[src/rtl/pattern_stream_matcher.sv]
// pattern_stream_matcher
// Streaming literal-pattern matcher built on a shift-and bit-vector NFA.
// The pattern is programmed slot by slot while idle. A scan then consumes symbols
// until in_last. Every match start position is reported over valid/ready, and
// overlapping matches are reported too.
// Build option: define PATTERN_WILDCARD_EN to make a '.' (8'h2E) pattern slot
// match any stream symbol. This applies only when DATA_W == 8.
module pattern_stream_matcher #(
    parameter int DATA_W  = 8,
    parameter int MAX_LEN = 8,
    parameter int POS_W   = 16,
    parameter int CNT_W   = 8,
    localparam int IDX_W  = (MAX_LEN > 1) ? $clog2(MAX_LEN) : 1,
    localparam int LEN_W  = $clog2(MAX_LEN + 1)
) (
    input  logic              clk,
    input  logic              reset,
    input  logic              cfg_we,
    input  logic [IDX_W-1:0]  cfg_idx,
    input  logic [DATA_W-1:0] cfg_char,
    input  logic [LEN_W-1:0]  cfg_len,
    input  logic              start,
    input  logic              in_valid,
    output logic              in_ready,
    input  logic [DATA_W-1:0] in_data,
    input  logic              in_last,
    output logic              match_valid,
    input  logic              match_ready,
    output logic [POS_W-1:0]  match_pos,
    output logic [CNT_W-1:0]  match_count,
    output logic              busy,
    output logic              done
);

    // Only bits 0..MAX_LEN-2 of the NFA state ever feed a later lane.
    localparam int ACT_W = (MAX_LEN > 1) ? MAX_LEN - 1 : 1;

    typedef enum logic [1:0] {
        S_IDLE,
        S_RUN,
        S_FLUSH,
        S_DONE
    } state_t;

    state_t             state_reg;
    logic [DATA_W-1:0]  pat_mem [MAX_LEN];
    logic [ACT_W-1:0]   active_reg;
    logic [ACT_W-1:0]   active_next;
    logic [MAX_LEN-1:0] eq;
    logic [MAX_LEN-1:0] nxt;
    logic [MAX_LEN-1:0] last_sel;
    logic [LEN_W-1:0]   len_reg;
    logic [LEN_W-1:0]   len_clamped;
    logic [POS_W-1:0]   pos_reg;
    logic [POS_W-1:0]   match_pos_reg;
    logic [CNT_W-1:0]   count_reg;
    logic               match_valid_reg;
    logic               busy_reg;
    logic               done_reg;
    logic               accept;
    logic               hit;
    logic               report_taken;

    // A new report may enter whenever the held report is absent or leaves this cycle.
    assign in_ready     = (state_reg == S_RUN) && (!match_valid_reg || match_ready);
    assign accept       = in_valid && in_ready;
    assign report_taken = match_valid_reg && match_ready;
    assign hit          = |(nxt & last_sel);
    assign len_clamped  = (int'(cfg_len) > MAX_LEN) ? LEN_W'(MAX_LEN) : cfg_len;

    assign match_valid = match_valid_reg;
    assign match_pos   = match_pos_reg;
    assign match_count = count_reg;
    assign busy        = busy_reg;
    assign done        = done_reg;

    // Per-slot compare, NFA step, length mask and final-slot select.
    genvar gi;
    generate
        for (gi = 0; gi < MAX_LEN; gi++) begin : g_lane
            logic lit_eq;
            assign lit_eq = (in_data == pat_mem[gi]);
`ifdef PATTERN_WILDCARD_EN
            if (DATA_W == 8) begin : g_wild
                assign eq[gi] = lit_eq | (pat_mem[gi] == DATA_W'(8'h2E));
            end else begin : g_lit
                assign eq[gi] = lit_eq;
            end
`else
            assign eq[gi] = lit_eq;
`endif
            if (gi == 0) begin : g_head
                assign nxt[gi] = eq[gi];
            end else begin : g_chain
                assign nxt[gi] = active_reg[gi-1] & eq[gi];
            end
            // len_reg == 0 selects no slot, so an empty pattern never hits.
            assign last_sel[gi] = (int'(len_reg) == gi + 1);
            if (gi < MAX_LEN - 1) begin : g_keep
                assign active_next[gi] = nxt[gi] & (gi < int'(len_reg));
            end
        end
        if (MAX_LEN == 1) begin : g_no_chain
            assign active_next = 1'b0;
        end
    endgenerate

    // Pattern storage: written only while idle, not cleared by reset; start and reset win.
    always_ff @(posedge clk) begin
        if (!reset && state_reg == S_IDLE && cfg_we && !start && int'(cfg_idx) < MAX_LEN) begin
            pat_mem[cfg_idx] <= cfg_char;
        end
    end

    // Scan control FSM with the match report and counters as registered outputs.
    always_ff @(posedge clk) begin
        if (reset) begin
            state_reg       <= S_IDLE;
            active_reg      <= '0;
            pos_reg         <= '0;
            len_reg         <= '0;
            match_valid_reg <= 1'b0;
            match_pos_reg   <= '0;
            count_reg       <= '0;
            busy_reg        <= 1'b0;
            done_reg        <= 1'b0;
        end else begin
            done_reg <= 1'b0;
            case (state_reg)
                S_IDLE: begin
                    if (start) begin
                        len_reg    <= len_clamped;
                        active_reg <= '0;
                        pos_reg    <= '0;
                        count_reg  <= '0;
                        busy_reg   <= 1'b1;
                        state_reg  <= S_RUN;
                    end
                end
                S_RUN: begin
                    if (accept) begin
                        active_reg <= active_next;
                        pos_reg    <= pos_reg + POS_W'(1);
                        if (in_last) begin
                            state_reg <= S_FLUSH;
                        end
                    end
                    // A fresh hit overwrites a report that is leaving this cycle.
                    if (accept && hit) begin
                        match_valid_reg <= 1'b1;
                        match_pos_reg   <= pos_reg - POS_W'(len_reg) + POS_W'(1);
                        if (count_reg != {CNT_W{1'b1}}) begin
                            count_reg <= count_reg + CNT_W'(1);
                        end
                    end else if (report_taken) begin
                        match_valid_reg <= 1'b0;
                    end
                end
                S_FLUSH: begin
                    if (!match_valid_reg || match_ready) begin
                        match_valid_reg <= 1'b0;
                        busy_reg        <= 1'b0;
                        done_reg        <= 1'b1;
                        state_reg       <= S_DONE;
                    end
                end
                default: begin
                    state_reg <= S_IDLE;
                end
            endcase
        end
    end

endmodule

[config.mk]
export PLATFORM = sky130hd
export DESIGN_NAME = pattern_stream_matcher
export DESIGN_NICKNAME = d
export VERILOG_FILES = /design/src/rtl/pattern_stream_matcher.sv
export SDC_FILE = /design/constraint.sdc
export NUM_CORES = 1
export LEC_CHECK = 0
export ABC_AREA = 1
export CAP_MARGIN = 20
export CORE_MARGIN = 2
export CORE_UTILIZATION = 58
export CTS_CLUSTER_DIAMETER = 100
export DETAILED_ROUTE_END_ITERATION = 6
export GPL_ROUTABILITY_DRIVEN = 0
export PLACE_DENSITY = 0.81
export SYNTH_ARGS = -nofsm -noshare
export SYNTH_HDL_FRONTEND = slang
export SYNTH_SLANG_ARGS = --single-unit
[constraint.sdc]
create_clock -name clk -period 2.85 [get_ports clk]
set_clock_uncertainty 0.1 [all_clocks]
set_input_delay 0.7125 -clock clk [delete_from_list [all_inputs] [get_ports clk]]
set_output_delay 0.7125 -clock clk [all_outputs]
set_load 0.03 [all_outputs]
Yosys cells after proc, flatten, opt, wreduce, memory -nomap -nowiden

Memories as Yosys holds them, arrays and structs flattened.
Cells that the tools add are included.
W data, S select, Z words.

Register bits after elaboration: 56
Memory bits (writable): 64
Output and inout port bits: 28
Logic and storage cells: 113
Memories: 1

Memory list:

| memory  | depth | bits a word | read ports | clocked after Yosys merged registers in | wr ports | RTL line | text |
|---|---|---|---|---|---|---|---|
| pat_mem | 8     | 8           | 8          | 0                                       | 1        | 46       | `logic [DATA_W-1:0] pat_mem [MAX_LEN];` |

Add/sub/neg operators: 4
Magnitude comparators: 8
Equal/unequal tests: 26
Mux-type cells: 25
Bitwise gates (word level): 16
Reductions and logical operators: 24

Operators by type and width:

| kind                    | number |
|---|---|
| $eq A8 B8 Y1            | 8 |
| $add A16 B1 Y16 const B | 2 |
| $mux W16                | 2 |
| $pmux W16 S2            | 1 |
| $mux W8                 | 3 |
| $eq A4 B4 Y1 const B    | 5 |
| $pmux W8 S2             | 1 |
| $sub A16 B4 Y16         | 1 |
| $and A1 B1 Y1           | 14 |
| $mux W7                 | 2 |
| $pmux W7 S2             | 1 |
| $lt A3 B4 Y1 const A    | 3 |
| $reduce_and A3 Y1       | 3 |
| $add A8 B1 Y8 const B   | 1 |
| $and A8 B8 Y8           | 1 |
| $eq A4 B3 Y1 const B    | 2 |
| $lt A1 B4 Y1 const A    | 2 |
| $lt A2 B4 Y1 const A    | 2 |
| $mux W2                 | 4 |
| $ne A2 B2 Y1 const B    | 4 |
| $ne A8 B8 Y1 const B    | 1 |
| $reduce_and A4 Y1       | 2 |
| $reduce_or A8 Y1        | 1 |
| $logic_and A1 B1 Y1     | 7 |
| other kinds (17)        | 30 |

Depth between registers and ports, before layout

Gate-level depths: netlist (run 1).

Depth after elaboration: 7
Depth in mapped cells: 17

Worst setup path before layout (run 1)

No wires, ideal clock.

Path kind: input -> register
Start: input port reset
End: memory pat_mem[2][0] (enable)
Library setup time: 383 ps
Data arrival time: 1868 ps
Setup slack: 499 ps
Stages on the path: 6
Path buffers: 1
Cells stage by stage: inv_1 clkbuf_1 nand2_1 nor2_1 nand2_1 nor3_1

Word-level cells in the longest chain between the ends: 6

Ends and longest elaborated chain:

| element                          | RTL line | text |
|---|---|---|
| start: declaration               | 17       | `input logic reset,` |
| $logic_not A1 Y1                 | 110      | `if (!reset && state_reg == S_IDLE && cfg_we && !start && int'(cfg_idx) < MAX_LEN) begin` |
| $logic_and A1 B1 Y1 (3 in a row) | 110      |  |
| $mux W1                          | 110      |  |
| $mux W1 (not written as such)    | 111      | `pat_mem[cfg_idx] <= cfg_char;` |
| end: declaration                 | 46       |  |

No other way between the ends.

Worst setup path in the final report (run 1)

Start: register len_reg[1]
End: register match_pos_reg[11] (netlist: match_pos[11])

Word-level cells in the longest chain between the ends: 5
Elaborated cells between the ends (all ways): 14
Those cells by class: 2 x add/sub; 8 x eq/ne; 1 x bitwise; 3 x reduce/logical

Ends and longest elaborated chain:

| element                                                 | RTL line | text |
|---|---|---|
| start: declaration                                      | 52       | `logic [LEN_W-1:0] len_reg;` |
| start signal: assignment                                | 132      | `len_reg <= len_clamped;` |
| branches (longest 5 deep; another with $sub A16 B4 Y16) | --       |  |
| end signal: assignment                                  | 151      | `match_pos_reg <= pos_reg - POS_W'(len_reg) + POS_W'(1);` |
| end: declaration                                        | 55       | `logic [POS_W-1:0] match_pos_reg;` |

Several ways; the timed one is not identified.
A chain may end at the register's enable or synchronous reset.

==> results of run 1 <==
## metal layers
layer,share of wire,vias to the layer above,wire [um],track usage
met2,0.47,248,7670,0.470
met1,0.43,2696,6930,0.353
met3,0.068,51,1100,0.0588
met5,0,-,0,0
li1,-,2833,-,-
met4,0.032,0,514,0.136
## where the power goes
group          leakage [nW]  switching [W]  internal [W]
Sequential             1.03       0.000115       0.00196
Clock                 0.277       0.000741       0.00135
Combinational          2.25       0.000966      0.000587
Total                  3.56        0.00182       0.00389
## Yosys cell counts, drive strengths merged (3+ instances only)
| library cell | number |
|---|---|
| nand2 | 191 |
| inv | 120 |
| nor2 | 94 |
| edfxtp | 64 |
| a21oi | 60 |
| dfxtp | 56 |
| o21ai | 48 |
| nand3 | 37 |
| ha | 33 |
| nor3 | 17 |
| xnor2 | 16 |
| buf | 14 |
| xor2 | 10 |
| or2 | 7 |
| clkbuf | 6 |
| o2111ai | 6 |
| a211oi | 5 |
| nand4 | 5 |
| a22oi | 3 |
| a31oi | 3 |
| nand3b | 3 |
| o21a | 3 |
## worst max-delay path: cells and delay by family (launching register included)
| kind | cells | cell delay [ps] |
|---|---|---|
| adders and majority gates | 3 | 940 |
| AOI/OAI and AO/OA | 4 | 600 |
| DFF | 1 | 400 |
| and+or+nand+nor | 2 | 200 |
| xor gates and xnor gates | 1 | 190 |
| buffers and inverters | 2 | 120 |
## layout make-up
class	instances	area [um2]	share of cell area
clock buffer	20	437	0.0541
sequential	120	3040	0.377
multi-input combinational	550	2920	0.362
tap	140	175	0.0217
timing repair buffer	98	901	0.112
clock inverter	12	133	0.0164
inverter	120	460	0.0571
## cell families after synthesis
kind of cell / Yosys count / synth area share
xor+xnor: 26 / 0.0347
fa+ha+maj: 34 / 0.0660
simple gates: 356 / 0.230
buf+inv: 140 / 0.0919
flops: 120 / 0.464
compound gates: 134 / 0.114
## timing repair
action,4_1_cts,5_1_grt
buffers inserted,0,0
setup endpoints to repair,0,1
resized for setup,0,2
## stage by stage
step / total power [W] / worst slack [ps] / hold WS [ps] / cells / area [um2]
detailed placement: 0.00362 / -124 / 356 / 1028 / 7500
CTS: 0.00571 / 95.7 / 365 / 1060 / 8070
finish: 0.00572 / 165 / 364 / 1060 / 8070
floorplan: 0.00312 / 499 / 341 / 810 / 6560
global route: 0.00599 / 31.5 / 409 / 1060 / 8070
global placement: 0.00356 / -81.8 / 351 / 1028 / 7500
## worst paths after layout
check	from	endpoint	slack [ps]
worst max-delay path	len_reg[1]	match_pos[11]	160
worst min register to register	active_reg[6]	active_reg[6]	360
worst min-delay path	active_reg[6]	active_reg[6]	360
worst max register to register	len_reg[1]	match_pos[11]	160
==> run_results.csv, run 1 <==
group,metric,value,unit
status,outcome,"completed",
clock_tree,clockRootBuffer,"clkbuf_16",
worst_hold_path,hp-class,"reg2reg",
synthesis,synth.area.top_cells,"edfxtp_1 29%, dfxtp_1 17%, nand2_1 11%",
detailed_routing,antenna_left,0,
floorplanning,initial_core_util,0.600,
synthesis,syn_nets,874,
timing,slew_violations,0,
timing,tightest_slew,422,ps
worst_setup_path,cp_data_arrival_time,2880,ps
worst_setup_path,critical_path_class,"reg2reg",
synthesis,synth-seq-cells,120,
worst_setup_path,crit_chain,"ha_1, inv_1, ha_1, fa_1, nand3_1, nand2_1, inv_1, o21a_1, o21ai_1, a21oi_2, xor2_1, a21oi_1",
final_layout,largest_reg_flops,64,
global_routing,grt_pass1_vias,5518,
power_and_ir_drop,p_leak,3.56,nW
floorplanning,die_height,110,um
worst_setup_path,crit_slowest_cell,"fa_1",
synthesis,synth_flop_cell,"edfxtp_1",
worst_setup_path,critPathMaxFanout,9,
clock_tree,cts.path.max_buffers,2,
worst_setup_path,r2r_cells,12,
detailed_routing,routed_wl,16.2,mm
detailed_routing,viasPerCell,5.50,
worst_setup_path,cp.required,3050,ps
global_routing,grt_pass1_wl,25.9,mm
synthesis,synth_top_area_cell,"edfxtp_1",
floorplanning,die_w,110,um
power_and_ir_drop,vdd_drop_max,484,uV
global_routing,grt_overflow,0,
clock_tree,insertion_delay,420,ps
worst_setup_path,slowest_delay,410,ps
clock_tree,path_clk_slew,50,ps
worst_hold_path,min_path_cells,2,
clock_tree,clock_sink_count,120,
global_routing,grt_usage,0.283,
floorplanning,io_pins,58,
timing,rsz0062_at_grt,"no",
synthesis,ys_seq_area_frac,0.464,
synthesis,synth-edff-count,64,
final_layout,area_growth,23.0,%
synthesis,syn_avg_cell_area,8.10,um2
detailed_routing,drtIter0Drc,575,
synthesis,synth_cell_types,46,
final_layout,mostFrequentLayoutCells,"187 x nand2_1, 111 x inv_1, 93 x nor2_1",
floorplanning,core_area,0.0109,mm2
detailed_routing,wl_per_cell,15.3,um
synthesis,synthArstFlopShare,0,
detailed_routing,vias,5828,
synthesis,syn_inst,810,
timing,fmax,372,MHz
power_and_ir_drop,power.density,708,mW/mm2
synthesis,synth_area,0.00656,mm2
timing,finalCriticalPeriod,2690,ps
placed_design,place_hpwl,11.7,mm
global_routing,grt_max_degree,29,
timing,relSlewSlack,0.718,
placed_design,io_buffers,57,
clock_tree,numCtsBuffers,17,
final_layout,drive_above_1_share,0.100,
detailed_routing,dr.pass1.iters,6,
clock_tree,tritoncts,"built",
floorplanning,die_area,0.0122,mm2
timing,setup-tns-final,0,ps
global_routing,antenna_found_initial,0,
final_layout,utilization,0.738,
run,drv_cap,0,
worst_setup_path,cp-end-kind,"register",
final_layout,n_fill_cell,789,
timing,setup_viol,0,
clock_tree,hold_buffers,0,
final_layout,final_nets,971,
synthesis,yosysTopAreaCellShare,0.293,
detailed_routing,drc_errors,0,
clock_tree,cts_max_level,4,
timing,hold_violations,0,
synthesis,synthesis.yosys.warnings,0,
worst_setup_path,worstSetupStartpointType,"register",
timing,finalCritPeriodShare,0.942,
final_layout,n_antenna_cell,0,
final_layout,layout_commonest_cell,"nand2_1",
floorplanning,row_count,38,
No activity file was read; power rests on OpenSTA's default activity.
==> run 2, diff against run 1 <==
--- a/config.mk
+++ b/config.mk
@@ -8,11 +8,14 @@
 export ABC_AREA = 1
 export CAP_MARGIN = 20
 export CORE_MARGIN = 2
-export CORE_UTILIZATION = 58
+export CORE_UTILIZATION = 66
+export CTS_BUF_LIST = sky130_fd_sc_hd__clkbuf_2 sky130_fd_sc_hd__clkbuf_4 sky130_fd_sc_hd__clkbuf_8
 export CTS_CLUSTER_DIAMETER = 100
 export DETAILED_ROUTE_END_ITERATION = 6
+export DONT_BUFFER_PORTS = 1
 export GPL_ROUTABILITY_DRIVEN = 0
-export PLACE_DENSITY = 0.81
+export PLACE_DENSITY = 0.83
+export SLEW_MARGIN = 20
 export SYNTH_ARGS = -nofsm -noshare
 export SYNTH_HDL_FRONTEND = slang
 export SYNTH_SLANG_ARGS = --single-unit
==> run 2 against run 1 <==
Clock power fell by 17%. Non-clock buffer count decreased by 83. Cell count shrank 8.5%. Routed wire length down 7.8%. Total power down 11%. Count of clock-buffer cells in the layout shrank 2. Sequential share of layout area increased by 4.9 points. Worst hold slack got worse by 140 ps. Maximum frequency fell by 0.50%. Sequential cell count did not move. Sequential power grew 6%. Critical path depth decreased by 7.
==> run_results.csv, run 2 (same netlist as run 1, synthesis figures left out) <==
group,metric,value,unit
clock_tree,cts_max_level,4,
final_layout,n_fill_cell,755,
final_layout,n_antenna_cell,0,
detailed_routing,vias,5415,
floorplanning,core_area,0.00973,mm2
final_layout,layout_commonest_cell,"nand2_1",
worst_setup_path,cp-end-kind,"output port",
timing,hold_violations,0,
final_layout,drive_above_1_share,0.0836,
floorplanning,die_height,104,um
timing,relSlewSlack,0.692,
power_and_ir_drop,p_leak,3.16,nW
placed_design,io_buffers,0,
clock_tree,tritoncts,"built",
detailed_routing,antenna_left,0,
clock_tree,clockRootBuffer,"clkbuf_8",
worst_setup_path,cp.required,2040,ps
power_and_ir_drop,p_sw_frac,0.331,
detailed_routing,viasPerCell,5.58,
detailed_routing,drc_errors,0,
clock_tree,cts.path.max_buffers,2,
status,outcome,"completed",
final_layout,multi_input_area,0.00292,mm2
final_layout,largest_reg_flops,64,
detailed_routing,drtIter0Drc,411,
power_and_ir_drop,power.density,714,mW/mm2
floorplanning,die_w,104,um
clock_tree,numCtsBuffers,17,
timing,setup_viol,0,
final_layout,final_area,0.00715,mm2
worst_hold_path,hp-class,"in2reg",
final_layout,area_growth,8.92,%
detailed_routing,routed_wl,15.0,mm
final_layout,mostFrequentLayoutCells,"187 x nand2_1, 111 x inv_1, 92 x nor2_1",
power_and_ir_drop,pwr-share-seq,0.429,
timing,fmax,371,MHz
run,drv_cap,0,
worst_setup_path,critical_path_class,"reg2out",
timing,setup-tns-final,0,ps
placed_design,placed_area,0.00670,mm2
final_layout,final_nets,888,
timing,rsz0062_at_grt,"no",
global_routing,grt_pass1_wl,24.2,mm
worst_setup_path,cp_data_arrival_time,1890,ps
power_and_ir_drop,power_frac_comb,0.232,
timing,slew_violations,0,
global_routing,grt_max_degree,29,
floorplanning,die_area,0.0108,mm2
floorplanning,row_count,36,
detailed_routing,wl_per_cell,15.4,um
placed_design,place_hpwl,10.8,mm
power_and_ir_drop,cellInternalPower,0.00341,W
power_and_ir_drop,p_switching,0.00169,W
detailed_routing,dr.pass1.iters,5,
timing,finalCritPeriodShare,0.947,
worst_setup_path,critPathMaxFanout,9,
clock_tree,insertion_delay,440,ps
global_routing,antenna_found_initial,0,
final_layout,seq_area,0.00304,mm2
power_and_ir_drop,clkPwrFrac,0.339,
power_and_ir_drop,power,0.00510,W
floorplanning,initial_core_util,0.675,
floorplanning,io_pins,58,
power_and_ir_drop,vdd_drop_max,422,uV
timing,tightest_slew,460,ps
global_routing,grt_usage,0.286,
global_routing,grt_pass1_vias,5229,
worst_setup_path,worstSetupStartpointType,"register",
clock_tree,clock_sink_count,120,
clock_tree,path_clk_slew,80,ps
timing,finalCriticalPeriod,2700,ps
global_routing,grt_overflow,0,
==> run 2: changes by cell type in the layout (fill, tap and decap cells not counted), sizes merged <==
cell / previous run / this run
clkdlybuf4s50: 56 / 0
clkinv: 8 / 7
bufinv: 3 / 5
clkinvlp: 1 / 2
clkbuf: 20 / 18
buf: 42 / 15
==> run 2: worst paths after layout <==
path,cells past startpoint,slack [ps],to,from
worst max-delay path,5,150,in_ready,state_reg[1]
worst min-delay path,1,220,match_valid,reset
worst max register to register,12,210,match_pos[11],len_reg[1]
worst min register to register,2,380,active_reg[6],active_reg[6]
==> run 2: metrics by stage <==
stage,worst slack [ps],utilization,hold slack (ps),std cells
floorplan,499,-,341,810
global placement,383,0.689,352,938
detailed placement,288,0.689,371,938
CTS,29.6,0.735,203,970
global route,56.5,0.735,200,970
finish,152,0.735,220,970
==> run 2: cell type report <==
| type | instances | share of cell area |
|---|---|---|
| clock buffer | 18 | 0.0338 |
| clock inverter | 14 | 0.0287 |
| inverter | 120 | 0.0644 |
| multi-input combinational | 550 | 0.408 |
| sequential | 120 | 0.426 |
| tap | 133 | 0.0233 |
| timing repair buffer | 15 | 0.0158 |
==> run 2: routing by layer <==
| metal | GRT usage | vias to the layer above | routed length (um) |
|---|---|---|---|
| li1 | - | 2663 | - |
| met1 | 0.334 | 2454 | 6090 |
| met2 | 0.484 | 253 | 7060 |
| met3 | 0.0837 | 45 | 1250 |
| met4 | 0.137 | 0 | 546 |
| met5 | 0 | - | 0 |
==> run 2: timing repair <==
| action | 4_1_cts | 5_1_grt |
|---|---|---|
| buffers inserted | 0 | 0 |
| gates resized for setup | 0 | 2 |
| endpoints found under the setup margin | 0 | 2 |
| endpoints found under the hold margin | 0 | 0 |
| hold buffers | 0 | 0 |
==> run 2: critical path, cell delays in order, from the launching register on <==
cell	delay (ps)
dfxtp_1	330
inv_1	80
ha_1	370
buf_4	220
inv_1	120
nor2_2	330
==> run 2: power by group through the flow <==
stage | logic, W | registers [W] | clock network (W)
after CTS | 0.00116 | 0.00219 | 0.00174
final | 0.00118 | 0.00219 | 0.00173
after global routing | 0.00135 | 0.00220 | 0.00181
after detailed placement | 0.00115 | 0.00223 | 0
after floorplan | 0.000931 | 0.00219 | 0
after global placement | 0.00110 | 0.00222 | 0
